<file path="src/rtl/sdpram_fifo_ctrl_pkg.sv">
// Shared sizing helpers for the simple dual-port RAM FIFO controller.
//  addr_w   : RAM / buffer pointer width for a given depth (at least 1 bit)
//  cnt_w    : occupancy counter width able to hold 0..depth
//  strb_w   : write-enable width (per-byte strobes or a single enable)
//  ptr_wrap : next pointer value with explicit wrap at depth-1, so depth
//             need not be a power of two
package sdpram_fifo_ctrl_pkg;

  function automatic int unsigned addr_w(input int unsigned depth);
    return (depth > 1) ? $clog2(depth) : 1;
  endfunction

  function automatic int unsigned cnt_w(input int unsigned depth);
    return $clog2(depth + 1);
  endfunction

  function automatic int unsigned strb_w(input int unsigned data_width,
                                         input int unsigned byte_write);
    return (byte_write != 0) ? data_width / 8 : 1;
  endfunction

  function automatic int unsigned ptr_wrap(input int unsigned ptr, input int unsigned depth);
    return (ptr >= depth - 1) ? 0 : ptr + 1;
  endfunction

endpackage

</file>
<file path="src/rtl/sdpram_fifo_ctrl_if.sv">
// RAM-side bus of the simple dual-port RAM.
//  Port A (write): addra, wena, dina
//  Port B (read) : addrb, renb -> doutb, dvalb (dvalb marks returning read data)
//  sdp_m : controller side, drives addresses/enables/write data
//  sdp_s : RAM side, returns read data
interface sdpram_fifo_ctrl_if #(
  parameter int unsigned DATA_WIDTH = 32,
  parameter int unsigned MEM_DEPTH  = 1024,
  parameter int unsigned BYTE_WRITE = 0
);
  import sdpram_fifo_ctrl_pkg::*;

  localparam int unsigned ADDR_WIDTH = addr_w(MEM_DEPTH);
  localparam int unsigned STRB_WIDTH = strb_w(DATA_WIDTH, BYTE_WRITE);

  logic [ADDR_WIDTH-1:0] addra;
  logic [STRB_WIDTH-1:0] wena;
  logic [DATA_WIDTH-1:0] dina;
  logic [ADDR_WIDTH-1:0] addrb;
  logic                  renb;
  logic [DATA_WIDTH-1:0] doutb;
  logic                  dvalb;

  modport sdp_m (
    output addra, wena, dina, addrb, renb,
    input  doutb, dvalb
  );

  modport sdp_s (
    input  addra, wena, dina, addrb, renb,
    output doutb, dvalb
  );

endinterface

</file>
<file path="src/rtl/sdpram_fifo_ctrl_obuf.sv">
// Small register FIFO holding words read ahead from the RAM.
//  clk, rst : clock, synchronous active-high reset (clears occupancy/pointers)
//  wr_en/din: write a word; the caller's read credit guarantees space
//  rd_en    : pop the head word; dout is the current head
//  occ      : number of words held
//  empty    : occ == 0
// Write and read may happen in the same cycle at any occupancy.
module sdpram_fifo_ctrl_obuf
  import sdpram_fifo_ctrl_pkg::*;
#(
  parameter int unsigned DATA_WIDTH = 32,
  parameter int unsigned DEPTH      = 2
) (
  input  logic                         clk,
  input  logic                         rst,
  input  logic                         wr_en,
  input  logic [DATA_WIDTH-1:0]        din,
  input  logic                         rd_en,
  output logic [DATA_WIDTH-1:0]        dout,
  output logic [cnt_w(DEPTH)-1:0]      occ,
  output logic                         empty
);

  localparam int unsigned PTR_WIDTH = addr_w(DEPTH);
  localparam int unsigned OCC_WIDTH = cnt_w(DEPTH);
  localparam logic [OCC_WIDTH-1:0] OCC_MAX = OCC_WIDTH'(DEPTH);

  logic [DATA_WIDTH-1:0] mem_q [DEPTH];
  logic [PTR_WIDTH-1:0]  wr_ptr_q, rd_ptr_q;
  logic [OCC_WIDTH-1:0]  occ_q;
  logic                  do_wr, do_rd;

  always_comb begin
    do_rd = rd_en && (occ_q != '0);
    // A pop frees the slot this cycle, so a full buffer may still take a write.
    do_wr = wr_en && ((occ_q != OCC_MAX) || do_rd);
  end

  always_ff @(posedge clk) begin
    if (rst) begin
      wr_ptr_q <= '0;
      rd_ptr_q <= '0;
      occ_q    <= '0;
    end else begin
      if (do_wr) wr_ptr_q <= PTR_WIDTH'(ptr_wrap(32'(wr_ptr_q), DEPTH));
      if (do_rd) rd_ptr_q <= PTR_WIDTH'(ptr_wrap(32'(rd_ptr_q), DEPTH));
      if (do_wr && !do_rd) begin
        occ_q <= occ_q + OCC_WIDTH'(1);
      end else if (!do_wr && do_rd) begin
        occ_q <= occ_q - OCC_WIDTH'(1);
      end
    end
  end

  // Data storage needs no reset; occupancy decides what is valid.
  always_ff @(posedge clk) begin
    if (do_wr) mem_q[wr_ptr_q] <= din;
  end

  assign dout  = mem_q[rd_ptr_q];
  assign occ   = occ_q;
  assign empty = (occ_q == '0);

endmodule

</file>
<file path="src/rtl/sdpram_fifo_ctrl.sv">
// Synchronous FIFO built on a simple dual-port RAM.
//  clk, rst                 : clock, synchronous active-high reset
//  s_data/s_valid/s_ready   : write stream (s_ready registered, = !full)
//  m_data/m_valid/m_ready   : read stream, served from a read-ahead buffer
//  count/full/empty         : words held in RAM + in flight + buffer
//  err                      : sticky, read data returned with no read outstanding
//  sdp                      : RAM bus (port A writes, port B reads)
// Reads are issued on credit: RAM words are fetched only while the reads in
// flight plus buffered words leave room in the buffer, so returning data is
// always accepted. RAM read latency is tracked purely through dvalb.
module sdpram_fifo_ctrl
  import sdpram_fifo_ctrl_pkg::*;
#(
  parameter int unsigned DATA_WIDTH = 32,
  parameter int unsigned MEM_DEPTH  = 1024,
  parameter int unsigned BYTE_WRITE = 0,
  parameter int unsigned OBUF_DEPTH = 2
) (
  input  logic                          clk,
  input  logic                          rst,
  input  logic [DATA_WIDTH-1:0]         s_data,
  input  logic                          s_valid,
  output logic                          s_ready,
  output logic [DATA_WIDTH-1:0]         m_data,
  output logic                          m_valid,
  input  logic                          m_ready,
  output logic [cnt_w(MEM_DEPTH)-1:0]   count,
  output logic                          full,
  output logic                          empty,
  output logic                          err,
  sdpram_fifo_ctrl_if.sdp_m             sdp
);

  localparam int unsigned ADDR_WIDTH = addr_w(MEM_DEPTH);
  localparam int unsigned STRB_WIDTH = strb_w(DATA_WIDTH, BYTE_WRITE);
  localparam int unsigned CNT_WIDTH  = cnt_w(MEM_DEPTH);
  localparam int unsigned OCC_WIDTH  = cnt_w(OBUF_DEPTH);
  localparam logic [CNT_WIDTH-1:0] CNT_MAX   = CNT_WIDTH'(MEM_DEPTH);
  localparam logic [OCC_WIDTH:0]   CREDIT_MAX = (OCC_WIDTH + 1)'(OBUF_DEPTH);

  logic [ADDR_WIDTH-1:0] wr_ptr_q, wr_ptr_d, rd_ptr_q, rd_ptr_d;
  logic [CNT_WIDTH-1:0]  ram_cnt_q, ram_cnt_d, count_q, count_d;
  logic [OCC_WIDTH-1:0]  inflight_q, inflight_d, obuf_occ;
  logic [OCC_WIDTH:0]    credit_used;
  logic                  s_ready_q, full_q, empty_q, err_q, err_d;
  logic                  push, pop, issue, accept, stray;
  logic                  obuf_empty;

  always_comb begin
    // s_ready_q may still be high during the reset cycle; keep the RAM quiet.
    push        = s_valid && s_ready_q && !rst;
    pop         = m_valid && m_ready;
    credit_used = {1'b0, inflight_q} + {1'b0, obuf_occ};
    // Registered terms only, so renb/addrb have no path from the stream inputs.
    issue       = !rst && (ram_cnt_q != '0) && (credit_used < CREDIT_MAX);
    accept      = sdp.dvalb && (inflight_q != '0);
    stray       = sdp.dvalb && (inflight_q == '0);

    wr_ptr_d = push  ? ADDR_WIDTH'(ptr_wrap(32'(wr_ptr_q), MEM_DEPTH)) : wr_ptr_q;
    rd_ptr_d = issue ? ADDR_WIDTH'(ptr_wrap(32'(rd_ptr_q), MEM_DEPTH)) : rd_ptr_q;

    ram_cnt_d = ram_cnt_q;
    if (push && !issue) begin
      ram_cnt_d = ram_cnt_q + CNT_WIDTH'(1);
    end else if (!push && issue) begin
      ram_cnt_d = ram_cnt_q - CNT_WIDTH'(1);
    end

    inflight_d = inflight_q;
    if (issue && !accept) begin
      inflight_d = inflight_q + OCC_WIDTH'(1);
    end else if (!issue && accept) begin
      inflight_d = inflight_q - OCC_WIDTH'(1);
    end

    count_d = count_q;
    if (push && !pop) begin
      count_d = count_q + CNT_WIDTH'(1);
    end else if (!push && pop) begin
      count_d = count_q - CNT_WIDTH'(1);
    end

    err_d = err_q || stray;
  end

  always_ff @(posedge clk) begin
    if (rst) begin
      wr_ptr_q   <= '0;
      rd_ptr_q   <= '0;
      ram_cnt_q  <= '0;
      inflight_q <= '0;
      count_q    <= '0;
      s_ready_q  <= 1'b0;
      full_q     <= 1'b0;
      empty_q    <= 1'b1;
      err_q      <= 1'b0;
    end else begin
      wr_ptr_q   <= wr_ptr_d;
      rd_ptr_q   <= rd_ptr_d;
      ram_cnt_q  <= ram_cnt_d;
      inflight_q <= inflight_d;
      count_q    <= count_d;
      // At full a same-cycle pop cannot enable a push; ready rises next cycle.
      s_ready_q  <= (count_d != CNT_MAX);
      full_q     <= (count_d == CNT_MAX);
      empty_q    <= (count_d == '0);
      err_q      <= err_d;
    end
  end

  sdpram_fifo_ctrl_obuf #(
    .DATA_WIDTH (DATA_WIDTH),
    .DEPTH      (OBUF_DEPTH)
  ) u_obuf (
    .clk   (clk),
    .rst   (rst),
    .wr_en (accept),
    .din   (sdp.doutb),
    .rd_en (pop),
    .dout  (m_data),
    .occ   (obuf_occ),
    .empty (obuf_empty)
  );

  assign m_valid   = !obuf_empty;
  assign s_ready   = s_ready_q;
  assign count     = count_q;
  assign full      = full_q;
  assign empty     = empty_q;
  assign err       = err_q;

  assign sdp.addra = wr_ptr_q;
  assign sdp.wena  = {STRB_WIDTH{push}};
  assign sdp.dina  = s_data;
  assign sdp.addrb = rd_ptr_q;
  assign sdp.renb  = issue;

endmodule

</file>
<file path="src/flat_wrapper.sv">
// flat-port wrapper written by rule: the top's interface ports become plain ports
module sdpram_fifo_ctrl_flat import sdpram_fifo_ctrl_pkg::*;
#(
  parameter int unsigned DATA_WIDTH = 32,
  parameter int unsigned MEM_DEPTH  = 1024,
  parameter int unsigned BYTE_WRITE = 0,
  parameter int unsigned OBUF_DEPTH = 2
)
  (clk, rst, s_data, s_valid, s_ready, m_data, m_valid, m_ready, count, full, empty, err, sdp_addra, sdp_wena, sdp_dina, sdp_addrb, sdp_renb, sdp_doutb, sdp_dvalb);
  sdpram_fifo_ctrl_if #(.DATA_WIDTH(DATA_WIDTH), .MEM_DEPTH(MEM_DEPTH), .BYTE_WRITE(BYTE_WRITE)) sdp_i ();
  input  logic clk;
  input  logic rst;
  input  logic [DATA_WIDTH-1:0] s_data;
  input  logic s_valid;
  output logic s_ready;
  output logic [DATA_WIDTH-1:0] m_data;
  output logic m_valid;
  input  logic m_ready;
  output logic [cnt_w(MEM_DEPTH)-1:0] count;
  output logic full;
  output logic empty;
  output logic err;
  output wire logic [$bits(sdp_i.addra)-1:0] sdp_addra;
  output wire logic [$bits(sdp_i.wena)-1:0] sdp_wena;
  output wire logic [$bits(sdp_i.dina)-1:0] sdp_dina;
  output wire logic [$bits(sdp_i.addrb)-1:0] sdp_addrb;
  output wire logic [$bits(sdp_i.renb)-1:0] sdp_renb;
  input wire logic [$bits(sdp_i.doutb)-1:0] sdp_doutb;
  input wire logic [$bits(sdp_i.dvalb)-1:0] sdp_dvalb;
  assign sdp_addra = sdp_i.addra;
  assign sdp_wena = sdp_i.wena;
  assign sdp_dina = sdp_i.dina;
  assign sdp_addrb = sdp_i.addrb;
  assign sdp_renb = sdp_i.renb;
  assign sdp_i.doutb = sdp_doutb;
  assign sdp_i.dvalb = sdp_dvalb;
  sdpram_fifo_ctrl #(.DATA_WIDTH(DATA_WIDTH), .MEM_DEPTH(MEM_DEPTH), .BYTE_WRITE(BYTE_WRITE), .OBUF_DEPTH(OBUF_DEPTH)) u_core (.clk(clk), .rst(rst), .s_data(s_data), .s_valid(s_valid), .s_ready(s_ready), .m_data(m_data), .m_valid(m_valid), .m_ready(m_ready), .count(count), .full(full), .empty(empty), .err(err), .sdp(sdp_i));
endmodule
</file>
<file path="config.mk">
export PLATFORM = sky130hd
export DESIGN_NAME = sdpram_fifo_ctrl_flat
export DESIGN_NICKNAME = d
export VERILOG_FILES = /design/src/rtl/sdpram_fifo_ctrl_pkg.sv /design/src/rtl/sdpram_fifo_ctrl_if.sv /design/src/rtl/sdpram_fifo_ctrl_obuf.sv /design/src/rtl/sdpram_fifo_ctrl.sv /design/src/flat_wrapper.sv
export SDC_FILE = /design/constraint.sdc
export NUM_CORES = 1
export LEC_CHECK = 0
export BUFFER_PORTS_ARGS = -buffer_cell sky130_fd_sc_hd__buf_2
export CELL_PAD_IN_SITES_DETAIL_PLACEMENT = 0
export CELL_PAD_IN_SITES_GLOBAL_PLACEMENT = 2
export CORE_MARGIN = 5
export CORE_UTILIZATION = 32
export DETAILED_ROUTE_END_ITERATION = 6
export PLACE_DENSITY_LB_ADDON = 0.1
export SYNTH_ARGS = -nofsm -noshare
export SYNTH_HDL_FRONTEND = slang
export SYNTH_SLANG_ARGS = --single-unit
</file>
<file path="constraint.sdc">
create_clock -name clk -period 5.2 [get_ports clk]
set_clock_uncertainty 0.15 [all_clocks]
set_input_delay 0.52 -clock clk [delete_from_list [all_inputs] [get_ports clk]]
set_output_delay 0.52 -clock clk [all_outputs]
set_load 0.01 [all_outputs]
</file>
==> flow_metrics.tcl <==
set metrics [dict create \
    area_growth_pct 19.3 \
    end_kind "flop" \
    cp.arrival_ns 4.23 \
    p_leak_nw 2.61 \
    wire_per_inst_um 16.2 \
    synth-edff-count 64 \
    yosys.area.top_type "edfxtp_1" \
    htreeDepth 4 \
    gr-total-overflow 0 \
    post-route-drc-count 0 \
    hp-start "sdp_doutb[27]" \
    syn-mean-instance-area_um2 11.2 \
    portBuffers 106 \
    ys.flop_type "edfxtp_1" \
    synth_cell_types 65 \
    critPathMaxFanout 13 \
    dp_hpwl_um 9180 \
    clk_pin_slew_ns 0.06 \
    ys_seq_elements 117 \
    r2r_cells 13 \
    yosys-top-cells-area "edfxtp_1 34%, dfxtp_1 19%, buf_4 4.2%" \
    cts_buffer_depth 2 \
    synthCells 504 \
    core_um2 17400 \
    hold_path_depth 1 \
    rows 48 \
    grt_pass1_vias 4110 \
    insertion_delay_ns 0.41 \
    slew_headroom_pct 37.2 \
    reg2reg_to "u_core.ram_cnt_q[9]" \
    syn_nets 592 \
    slew_violations 0 \
    peakVddDrop_uv 242 \
    nets 671 \
    gp_congestion 0.735 \
    cts_buffers 17 \
    async_reset_ff_share_pct 0 \
    yosys_warnings 0 \
    drtAntennaViolNets 0 \
    grt_pass1_wl_um 21300 \
    maxCapViolCount 0 \
    syn_area_um2 5660 \
    ctsResizeCount 0 \
    crit_required_ns 5.35 \
    grt_setup_unrepaired "no" \
    cts-root-buf "clkbuf_16" \
    rr_startpoint "u_core.u_obuf.occ[0]" \
    grt_max_degree 33 \
    dieArea_um2 20500 \
    wirelength_um 13300 \
    cellPowerDensity_nw_per_um2 555 \
    placedCellCount 789 \
    fmax_mhz 245 \
    layout_min_cycle_time_ns 4.08 \
    vias 3964 \
    fin_tns_setup_ns 0 \
    worst_pin_slew_ns 0.940 \
    drive_gt1_share_pct 29.0 \
    finalCritPeriodShare_pct 78.4 \
    n_antenna_cell 0 \
    drt-initial-drc-count 139 \
    vias_per_cell 4.83 \
    holdPathEnd "u_core.u_obuf.mem_q[0][27]" \
    ys_seq_area_share_pct 52.7 \
    ios 171 \
    die_w_um 143 \
    status "complete, no violations" \
    setup_viol 0 \
    grtUsageTotal_pct 13.2 \
    die-height_um 143 \
    path_class "flop to flop" \
    hold_viol 0 \
    postCtsSetupRepairBufs 0 \
    start_kind "flop" \
    hp-class "primary input to flop" \
    hold_buffers 0 \
    tritoncts "yes" \
    r2r_slack_ns 1.12 \
    synth_top_area_share_pct 33.9 \
    initial_utilization_pct 32.6 \
    cts_sinks 117 \
    instances_no_fill 821 \
    drt_pre_antenna_iters 6 \
    antenna_found_initial 0 \
]
[state kept, by name, indices dropped and copies added, names as in the netlist, named ones only]
signal	flops
u_core.u_obuf.mem_q	64
u_core.count	11
u_core.ram_cnt_q	11
u_core.sdp.addra	10
u_core.sdp.addrb	10
u_core.inflight_q	2
u_core.u_obuf.occ	2
u_core.empty	1
u_core.err	1
u_core.full	1
u_core.s_ready	1
u_core.u_obuf.rd_ptr_q	1
u_core.u_obuf.wr_ptr_q	1
[cells in the final DEF, fill, tap and decap left out, types with 6 or more instances in the layout]
master     count
nor3_1        12
edfxtp_1      64
nand2_1       35
xor2_1        19
nor2_1        43
ha_1          17
nand3_1       15
mux2_2        20
or3_1          7
clkbuf_16     17
inv_1         11
a21oi_1       21
xnor2_1       17
buf_2        106
nand4_1        8
mux2_1        12
o21ai_0       13
dfxtp_1       53
nor4_1        11
o211ai_1       6
[metal layers]
metal	global-route usage [%]	wire length, um
met3	4.32	738
met4	4.75	188
met5	0	0
met2	21.0	6090
met1	16.9	6260
[metrics by stage]
stage | setup WS (ns) | utilization (%) | power [mW] | instance area, um^2 | hold slack (ns)
global route | 0.769 | 38.9 | 4.02 | 6760 | 0.127
detailed placement | 1.10 | 35.6 | 2.66 | 6190 | 0.332
floorplan | 1.53 | - | 2.29 | 5660 | 0.308
CTS | 1.08 | 38.9 | 3.81 | 6760 | 0.129
global placement | 1.20 | 35.6 | 2.64 | 6190 | 0.329
finish | 1.12 | 38.9 | 3.75 | 6760 | 0.146
[where the power goes]
group | switching [mW] | internal (mW)
Combinational | 0.734 | 0.588
Sequential | 0.151 | 1.15
Clock | 0.422 | 0.704
Total | 1.31 | 2.44
[cells in the mapped netlist (12+ instances only)]
cell type  count
xnor2_1       17
mux2_2        20
nor2_1        43
ha_1          17
xor2_1        19
nand2_1       35
nor3_1        12
dfxtp_1       53
nand3_1       15
buf_4         32
a21oi_1       21
o21ai_0       13
mux2_1        12
edfxtp_1      64
[worst max-delay path: stages, from the launching register on]
cell and delay, ns:
dfxtp_1 0.37, and2_1 0.20, fa_1 0.47, nor3_1 0.28
nand2_1 0.22, ha_1 0.32, inv_1 0.36, ha_1 0.32
a211oi_1 0.32, o21bai_1 0.17, a31o_1 0.26, a41oi_1 0.25
mux2i_1 0.21, nand2_1 0.06
[worst max-delay path by stage]
stage	depth (start not counted)	slack, ns	to	startpoint
6_report	13	1.12	u_core.ram_cnt_q[9]	u_core.u_obuf.occ[0]
3_3_place_gp	13	1.20	u_core.ram_cnt_q[6]	u_core.u_obuf.occ[0]
3_5_place_dp	13	1.10	u_core.ram_cnt_q[9]	u_core.u_obuf.occ[0]
2_1_floorplan	14	1.53	u_core.ram_cnt_q[9]	u_core.u_obuf.occ[0]
4_1_cts	13	1.08	u_core.ram_cnt_q[6]	u_core.u_obuf.occ[0]
5_1_grt	13	0.77	u_core.ram_cnt_q[9]	u_core.u_obuf.occ[0]
[final cells by class]
class                           instances  area (um^2)
Clock buffer                           20          437
Clock inverter                         12          131
Fill cell                            1717        10600
Inverter                               14         55.1
Multi-Input combinational cell        324         2310
Sequential cell                       117         2980
Tap cell                              225          282
Timing Repair Buffer                  109          553
[kinds of logic (layout without fill, tap and decap cells)]
kind of cell | after synthesis | in the layout | share of synthesized area (%)
buffers and inverters | 63 | 155 | 6.58
xor gates and xnor gates | 37 | 37 | 5.86
AOI/OAI and AO/OA | 69 | 69 | 7.95
adders and majority gates | 20 | 20 | 4.64
muxes | 33 | 33 | 6.54
DFF | 117 | 117 | 52.7
and+or+nand+nor | 165 | 165 | 15.8
Power figures use the tool's default switching activity.
